[src/rtl/ps2_mouse_packet_decoder.sv]
// ps2_mouse_packet_decoder
//   Assembles 3-byte PS/2 mouse packets from the receiver byte stream and keeps
//   an absolute cursor position plus button states.
//   The optional MOUSE_WRAP_EN macro makes the cursor wrap around the screen
//   edges instead of saturating at them. The default build (macro undefined)
//   saturates.
//   Every output comes straight from a register. Cursor, buttons and
//   packet_valid change together, one cycle after the byte_valid that
//   delivered the third byte.
module ps2_mouse_packet_decoder #(
  parameter int X_MAX          = 639,
  parameter int Y_MAX          = 479,
  parameter int X_INIT         = 320,
  parameter int Y_INIT         = 240,
  parameter int TIMEOUT_CYCLES = 2_500_000
) (
  input  logic       qzt_clk,
  input  logic       reset,
  input  logic       byte_valid,
  input  logic [7:0] byte_data,
  input  logic       byte_err,
  output logic [9:0] cursor_x,
  output logic [9:0] cursor_y,
  output logic       btn_left,
  output logic       btn_right,
  output logic       btn_middle,
  output logic       packet_valid,
  output logic       sync_err
);

  localparam int         TW       = $clog2(TIMEOUT_CYCLES + 1);
  localparam logic [9:0] LP_X_MAX = 10'(X_MAX);
  localparam logic [9:0] LP_Y_MAX = 10'(Y_MAX);
  localparam logic [9:0] LP_X_INI = 10'(X_INIT);
  localparam logic [9:0] LP_Y_INI = 10'(Y_INIT);
  localparam logic [TW-1:0] LP_TMO_LAST = TW'(TIMEOUT_CYCLES - 1);

  typedef enum logic [1:0] {
    WAIT_B0,
    WAIT_B1,
    WAIT_B2,
    UPDATE
  } state_t;

  state_t              r_state;
  state_t              w_state_next;
  logic [TW-1:0]       r_tmo;
  logic [2:0]          r_hdr_btn;
  logic                r_x_sign;
  logic                r_y_sign;
  logic                r_x_ovf;
  logic                r_y_ovf;
  logic [7:0]          r_dx;
  logic [9:0]          r_cursor_x;
  logic [9:0]          r_cursor_y;
  logic [2:0]          r_btn;
  logic                r_packet_valid;
  logic                r_sync_err;

  logic                w_hdr_ok;
  logic                w_dx_ok;
  logic                w_dy_ok;
  logic                w_sync;
  logic                w_tmo_hit;
  logic signed [11:0]  w_delta_x;
  logic signed [11:0]  w_delta_y;
  logic [9:0]          w_new_x;
  logic [9:0]          w_new_y;

  // Adds a signed delta to one axis and folds the result back into [0, maxv].
  // The largest delta is 256 in magnitude, so one correction step is enough
  // when wrapping.
  function automatic logic [9:0] axis_step(input logic [9:0] cur,
                                           input logic signed [11:0] delta,
                                           input logic [9:0] maxv);
    logic signed [11:0] sum;
    logic signed [11:0] lim;
    lim = $signed({2'b00, maxv});
    sum = $signed({2'b00, cur}) + delta;
`ifdef MOUSE_WRAP_EN
    if (sum < 12'sd0) begin
      sum = sum + lim + 12'sd1;
    end else if (sum > lim) begin
      sum = sum - lim - 12'sd1;
    end
`else
    if (sum < 12'sd0) begin
      sum = 12'sd0;
    end else if (sum > lim) begin
      sum = lim;
    end
`endif
    return 10'(sum);
  endfunction

  assign w_tmo_hit = (r_tmo == LP_TMO_LAST);

  // Both deltas are 9-bit signed values, {sign, byte}. An axis whose overflow
  // bit is set contributes no motion. PS/2 +Y points up, but the screen Y
  // axis grows downward, so the Y delta is negated.
  assign w_delta_x = r_x_ovf ? 12'sd0 : $signed({{3{r_x_sign}}, r_x_sign, r_dx});
  assign w_delta_y = r_y_ovf ? 12'sd0 : -$signed({{3{r_y_sign}}, r_y_sign, byte_data});
  assign w_new_x   = axis_step(r_cursor_x, w_delta_x, LP_X_MAX);
  assign w_new_y   = axis_step(r_cursor_y, w_delta_y, LP_Y_MAX);

  // Next-state logic. A receiver error overrides everything else, and any
  // byte_valid in the same cycle is ignored.
  always_comb begin
    w_state_next = r_state;
    w_hdr_ok     = 1'b0;
    w_dx_ok      = 1'b0;
    w_dy_ok      = 1'b0;
    w_sync       = 1'b0;
    if (byte_err) begin
      w_state_next = WAIT_B0;
      w_sync       = 1'b1;
    end else begin
      unique case (r_state)
        WAIT_B0: begin
          if (byte_valid) begin
            if (byte_data[3]) begin
              w_hdr_ok     = 1'b1;
              w_state_next = WAIT_B1;
            end else begin
              w_sync = 1'b1;
            end
          end
        end
        WAIT_B1: begin
          if (byte_valid) begin
            w_dx_ok      = 1'b1;
            w_state_next = WAIT_B2;
          end else if (w_tmo_hit) begin
            w_sync       = 1'b1;
            w_state_next = WAIT_B0;
          end
        end
        WAIT_B2: begin
          if (byte_valid) begin
            w_dy_ok      = 1'b1;
            w_state_next = UPDATE;
          end else if (w_tmo_hit) begin
            w_sync       = 1'b1;
            w_state_next = WAIT_B0;
          end
        end
        UPDATE: begin
          w_state_next = WAIT_B0;
        end
        default: begin
          w_state_next = WAIT_B0;
        end
      endcase
    end
  end

  // State register.
  always_ff @(posedge qzt_clk or posedge reset) begin
    if (reset) begin
      r_state <= WAIT_B0;
    end else begin
      r_state <= w_state_next;
    end
  end

  // Inter-byte timeout counter. It counts idle cycles inside a packet and
  // clears whenever the state changes, which covers accepted bytes and aborts.
  always_ff @(posedge qzt_clk or posedge reset) begin
    if (reset) begin
      r_tmo <= '0;
    end else if ((r_state == WAIT_B1 || r_state == WAIT_B2) && (w_state_next == r_state)) begin
      r_tmo <= r_tmo + TW'(1);
    end else begin
      r_tmo <= '0;
    end
  end

  // Holds the header fields and the X byte of the packet in progress.
  always_ff @(posedge qzt_clk or posedge reset) begin
    if (reset) begin
      r_hdr_btn <= 3'b000;
      r_x_sign  <= 1'b0;
      r_y_sign  <= 1'b0;
      r_x_ovf   <= 1'b0;
      r_y_ovf   <= 1'b0;
      r_dx      <= 8'h00;
    end else begin
      if (w_hdr_ok) begin
        r_hdr_btn <= byte_data[2:0];
        r_x_sign  <= byte_data[4];
        r_y_sign  <= byte_data[5];
        r_x_ovf   <= byte_data[6];
        r_y_ovf   <= byte_data[7];
      end
      if (w_dx_ok) begin
        r_dx <= byte_data;
      end
    end
  end

  // Updates cursor and buttons when the third byte arrives. The following
  // cycle is the UPDATE state, in which the new values and packet_valid are
  // visible.
  always_ff @(posedge qzt_clk or posedge reset) begin
    if (reset) begin
      r_cursor_x     <= LP_X_INI;
      r_cursor_y     <= LP_Y_INI;
      r_btn          <= 3'b000;
      r_packet_valid <= 1'b0;
      r_sync_err     <= 1'b0;
    end else begin
      r_packet_valid <= w_dy_ok;
      r_sync_err     <= w_sync;
      if (w_dy_ok) begin
        r_cursor_x <= w_new_x;
        r_cursor_y <= w_new_y;
        r_btn      <= r_hdr_btn;
      end
    end
  end

  assign cursor_x     = r_cursor_x;
  assign cursor_y     = r_cursor_y;
  assign btn_left     = r_btn[0];
  assign btn_right    = r_btn[1];
  assign btn_middle   = r_btn[2];
  assign packet_valid = r_packet_valid;
  assign sync_err     = r_sync_err;

endmodule

[config.mk]
export PLATFORM = sky130hd
export DESIGN_NAME = ps2_mouse_packet_decoder
export DESIGN_NICKNAME = d
export VERILOG_FILES = /design/src/rtl/ps2_mouse_packet_decoder.sv
export SDC_FILE = /design/constraint.sdc
export NUM_CORES = 1
export LEC_CHECK = 0
export CAP_MARGIN = 5
export CORE_UTILIZATION = 55
export DETAILED_ROUTE_END_ITERATION = 10
export DONT_BUFFER_PORTS = 1
export HOLD_SLACK_MARGIN = 0.06
export PLACE_DENSITY_LB_ADDON = 0.12
export SKIP_LAST_GASP = 1
export SLEW_MARGIN = 30
export SYNTH_ARGS = -nofsm -noshare
export SYNTH_HDL_FRONTEND = slang
export SYNTH_SLANG_ARGS = --single-unit
[constraint.sdc]
create_clock -name qzt_clk -period 4.8 [get_ports qzt_clk]
set_clock_uncertainty 0.2 [all_clocks]
set_input_delay 0.96 -clock qzt_clk [delete_from_list [all_inputs] [get_ports qzt_clk]]
set_output_delay 0.96 -clock qzt_clk [all_outputs]
set_load 0.05 [all_outputs]
# Word-level counts from Yosys, hierarchy flattened
# Cells that the tools add are included.
[word_totals] wordCells=59 reg_bits=64 out_inout_bits=25
[op_classes] order_cmp=4 n_eq_ne=5 addsub=4 reduce_logical=4 n_mux=29
[op_table] operator="two-way mux 10 bit" count=4
[op_table] operator="adder 11 x 12 -> 12 bit" count=2
[op_table] operator="< comparator 12 x 1 -> 1 bit (second input constant)" count=2
[op_table] operator="two-way mux 12 bit" count=2
[op_table] operator="adder 22 x 1 -> 22 bit (second input constant)" count=1
[op_table] operator="equality test 22 bit (second input constant)" count=1
[op_table] operator="two-way mux 22 bit" count=1
[op_table] operator="two-way mux 1 bit" count=14
[op_table] operator="greater-than comparator 12 x 10 -> 1 bit (second input constant)" count=1
[op_table] operator="greater-than comparator 12 x 11 -> 1 bit (second input constant)" count=1
[op_table] operator="two-way mux 2 bit" count=6
[op_table] operator="negator 9 -> 12 bit" count=1
[op_table] operator="one-hot mux 2 bit (4 select lines)" count=1
[op_table] operator="equality test 2 bit (second input constant)" count=2
[op_table] operator="equality test 2 x 1 -> 1 bit (second input constant)" count=1
[op_table] operator="equality test 2 bit" count=1
[op_table] operator="zero test 2 bit" count=1
[op_table] operator="one-hot mux 1 bit (2 select lines)" count=1
[op_table] operator="OR reduction 2 bit" count=1
[op_table] operator="logical AND 1 bit" count=1
[op_table] operator="logical OR 1 bit" count=1

# Longest topological paths before layout
[depth] word_depth=8 mapped_depth=14 ltp_nobuf=13

# Least setup slack after synthesis
# OpenSTA, ideal clock, no wires.
[synth_path] kind="input port to flip-flop" startpoint="in byte_data[0]" endpoint="reg r_cursor_y[5], in the netlist cursor_y[5]" path_slack_ns=0.878 arrival_time_ns=3.643 setup_time_ns=0.080 cell_stages=12 path_cell_list="inv_1 -> ha_1 -> nor2b_1 -> fa_1 -> a211oi_1 -> o21ai_1 -> a211oi_1 -> nor2_1 -> xnor2_1 -> or4_1 -> clkbuf_1 -> a32o_1"
[synth_via] elab_chain_cells=6 elab_cells_between_ends=7 classes_between="add/sub: 2; order compare: 2; mux: 3"
[synth_lines] item="from (decl)" line="20" rtl="input logic [7:0] byte_data,"
[synth_lines] item="negator 9 -> 12 bit *" line="102" rtl="assign w_delta_y = r_y_ovf ? 12'sd0 : -$signed({{3{r_y_sign}}, r_y_sign, byte_data});"
[synth_lines] item="two-way mux 12 bit *" line="102"
[synth_lines] item="adder 11 x 12 -> 12 bit *" line="79" rtl="sum = $signed({2'b00, cur}) + delta;"
[synth_lines] item="greater-than comparator 12 x 10 -> 1 bit" line="89" rtl="end else if (sum > lim) begin"
[synth_lines] item="two-way mux 10 bit" line="89"
[synth_lines] item="two-way mux 10 bit *" line="87" rtl="if (sum < 12'sd0) begin"
[synth_lines] item="to (signal assigned)" line="216" rtl="r_cursor_y <= w_new_y;"
[synth_lines] item="to (decl)" line="55" rtl="logic [9:0] r_cursor_y;"
# Every way passes the cells marked *; elsewhere a longest branch is shown, timed or not.
# A chain may end at the register's enable or synchronous reset.

# Final worst setup path
# Ends and elaborated chain as after synthesis.

==> flow_summary.json <==
{
  "p_switching_mw": 0.896,
  "seqPwrFrac_pct": 41.4,
  "status": "completed",
  "vias_per_cell": 5.82,
  "cts_hold_buffers": 0,
  "cts_root_buf": "clkbuf_8",
  "clock_path_buffers": 2,
  "worstPathArrival_ns": 3.90,
  "critPathKind": "input port to register",
  "layout_common_cells": "dfrtp_1 (58), nor2_1 (54), nand2_1 (49)",
  "synth_edf_count": 0,
  "grt_pass1_wl_um": 16000,
  "tightest_slew_ns": 0.841,
  "multi_input_comb_area_um2": 2600,
  "fin_nets": 522,
  "post-cts-setup-buffers": 0,
  "use_met1_pct": 31.5,
  "met3_usage_pct": 5.30,
  "setup_viol": 0,
  "avgSynthCellArea_um2": 9.09,
  "period_minus_slack_ns": 3.84,
  "grt_overflow": 0,
  "worstSkewPairLatency_ns": 0.34,
  "seqCellArea_um2": 1610,
  "clk_pin_slew_worst_paths_ns": 0.07,
  "path_max_fanout": 6,
  "clkPwrFrac_pct": 25.4,
  "cts_resized": 0,
  "critPathRequiredTime_ns": 4.86,
  "remaining_drc_errors": 0,
  "p_leak_nw": 2.08,
  "cp-start-kind": "input port",
  "switching_share_pct": 41.0,
  "cts_buffers": 9,
  "firstDrtPassIters": 4,
  "finalMaxSlewViolations": 0,
  "ant_nets": 0,
  "peakVddDrop_mv": 0.177,
  "gp_congestion": 0.884,
  "yosys_warnings": 0,
  "row_count": 32,
  "fin_cells": 587,
  "drt_iter0_drc": 179,
  "final_common_cell": "dfrtp_1",
  "power_density_nw_per_um2": 469,
  "rsz0062_at_grt": "false",
  "antenna_found_initial": 0,
  "end_kind": "register",
  "syn_nets": 519,
  "core_um2": 7690,
  "timing.fmax_ghz": 0.261,
  "synthArstFlopShare_pct": 100,
  "die_y_um": 90.8,
  "slew_headroom_pct": 43.8,
  "final_hold_viol_count": 0,
  "die_area_um2": 8240,
  "num_io_pins": 37,
  "dp_hpwl_um": 6880,
  "synth_area_um2": 4330,
  "period_share_pct": 79.9,
  "tns_ns": 0,
  "clock-sinks": 64,
  "initial_utilization_pct": 56.4,
  "cts.htree.levels": 3,
  "drive_gt1_share_pct": 10.7,
  "hp-class": "register to register",
  "vias": 3417,
  "die_w_um": 90.8,
  "drt_wl_total_um": 9340,
  "top_usage_layer": "met2",
  "grt_max_degree": 36,
  "io_buffers": 0,
  "synthToLayoutAreaGrowth_pct": 7.79,
  "p_int_mw": 1.29,
  "drv_cap": 0,
  "place_inst": 571,
  "detail_route.wl_per_cell_um": 15.9,
  "grt_pass1_vias": 3438,
  "combPwrFrac_pct": 33.2,
  "synth-seq-cells": 64,
  "met2_usage_pct": 39.7,
  "track_usage_pct": 24.2,
  "synthesis.instances": 477,
  "antennaDiodeCount": 0,
  "yosysUniqueCellTypes": 65,
  "cts_tree": "built",
  "seq_area_frac_synth_pct": 37.1,
  "fill_cells": 678,
  "ys.flop_type": "dfrtp_1"
}
cells in the mapped netlist, types with 3 or more instances:
| master | n | area share, % |
|---|---|---|
| nor3_1 | 7 | 0.81 |
| a211oi_2 | 3 | 0.87 |
| ha_1 | 28 | 8.1 |
| nand2b_1 | 4 | 0.58 |
| inv_1 | 22 | 1.9 |
| a32oi_1 | 5 | 1.0 |
| dfstp_2 | 6 | 3.6 |
| nand4_1 | 8 | 1.2 |
| nor2b_1 | 10 | 1.4 |
| a31oi_1 | 3 | 0.43 |
| nand2_1 | 49 | 4.2 |
| or3_1 | 4 | 0.58 |
| a211oi_1 | 9 | 1.6 |
| clkbuf_1 | 8 | 0.69 |
| xor2_1 | 22 | 4.4 |
| xnor2_1 | 16 | 3.2 |
| o211ai_1 | 4 | 0.69 |
| a21oi_1 | 26 | 3.0 |
| a22oi_1 | 3 | 0.52 |
| nor4_1 | 4 | 0.58 |
| nand3_1 | 24 | 2.8 |
| o21a_1 | 3 | 0.52 |
| mux2_2 | 11 | 2.9 |
| a21o_1 | 9 | 1.6 |
| dfrtp_1 | 58 | 33 |
| o21ai_0 | 28 | 3.2 |
| nor2_1 | 54 | 4.7 |
| o21bai_1 | 4 | 0.69 |
power by group through the flow:
stage	clock [mW]	sequential, mW	combinational [mW]
floorplan	0	0.880	0.608
global placement	0	0.913	0.707
detailed placement	0	0.918	0.722
CTS	0.571	0.907	0.727
global route	0.591	0.920	0.820
finish	0.556	0.907	0.726
metrics by stage:
step	worst slack [ns]	total power [mW]	hold slack [ns]	cell area [µm²]	util, %
floorplan	0.878	1.49	0.233	4330	-
global placement	0.688	1.62	0.253	4440	57.7
detailed placement	0.630	1.64	0.263	4440	57.7
CTS	0.987	2.21	0.276	4670	60.8
global route	0.836	2.33	0.302	4670	60.8
finish	0.964	2.19	0.273	4670	60.8
final timing paths:
| kind | startpoint | to | slack [ns] | depth (start not counted) |
|---|---|---|---|---|
| max reg2reg | cursor_y[0]$_DFFE_PP0P_ | cursor_y[5]$_DFFE_PP1P_ | 1.18 | 9 |
| min reg2reg | r_hdr_btn[2]$_DFFE_PP0P_ | r_btn[2]$_DFFE_PP0P_ | 0.27 | 2 |
| max | byte_data[0] | cursor_y[5]$_DFFE_PP1P_ | 0.96 | 11 |
| max in group asynchronous | reset | cursor_y[7]$_DFFE_PP1P_ | 3.06 | 2 |
| min | r_hdr_btn[2]$_DFFE_PP0P_ | r_btn[2]$_DFFE_PP0P_ | 0.27 | 2 |
| min in group asynchronous | reset | r_tmo[11]$_DFF_PP0_ | 0.43 | 1 |
flip-flops by register name (all words and copies together), names as in the netlist:
name and cells:
cursor_x 10, cursor_y 10, packet_valid 1, r_btn 3, r_dx 8, r_hdr_btn 3, r_state 2, r_tmo 22
r_x_ovf 1, r_x_sign 1, r_y_ovf 1, r_y_sign 1, sync_err 1
critical path, stage by stage:
cell and delay, ns:
inv_1 0.05, ha_1 0.28, nor2b_1 0.16, fa_1 0.47
a211oi_1 0.32, o21ai_1 0.14, a211oi_1 0.34, nor2_1 0.10
xnor2_1 0.15, or4_1 0.65, a32o_1 0.27
metal layers:
layer,wire length (µm),vias up
met2,4430,57
li1,-,1725
met4,169,0
met3,370,16
met5,0,-
met1,4360,1619
cell type report:
cell class	instances	share of cell area (%)
Clock inverter	6	2.30
Multi-Input combinational cell	381	55.7
Sequential cell	64	34.4
Timing Repair Buffer	2	0.321
Inverter	22	1.77
Clock buffer	10	2.73
Tap cell	102	2.73
cells by family after synthesis:
| family | synth area share, % |
|---|---|
| AND/OR/NAND/NOR | 20.7 |
| adder cells (fa/ha/maj) | 9.01 |
| AO/OA/AOI/OAI | 19.5 |
| buffers and inverters | 2.83 |
| flip-flops | 37.1 |
| XOR/XNOR | 7.68 |
| multiplexers | 3.09 |
Note: power is estimated with default switching activity, not from simulation.
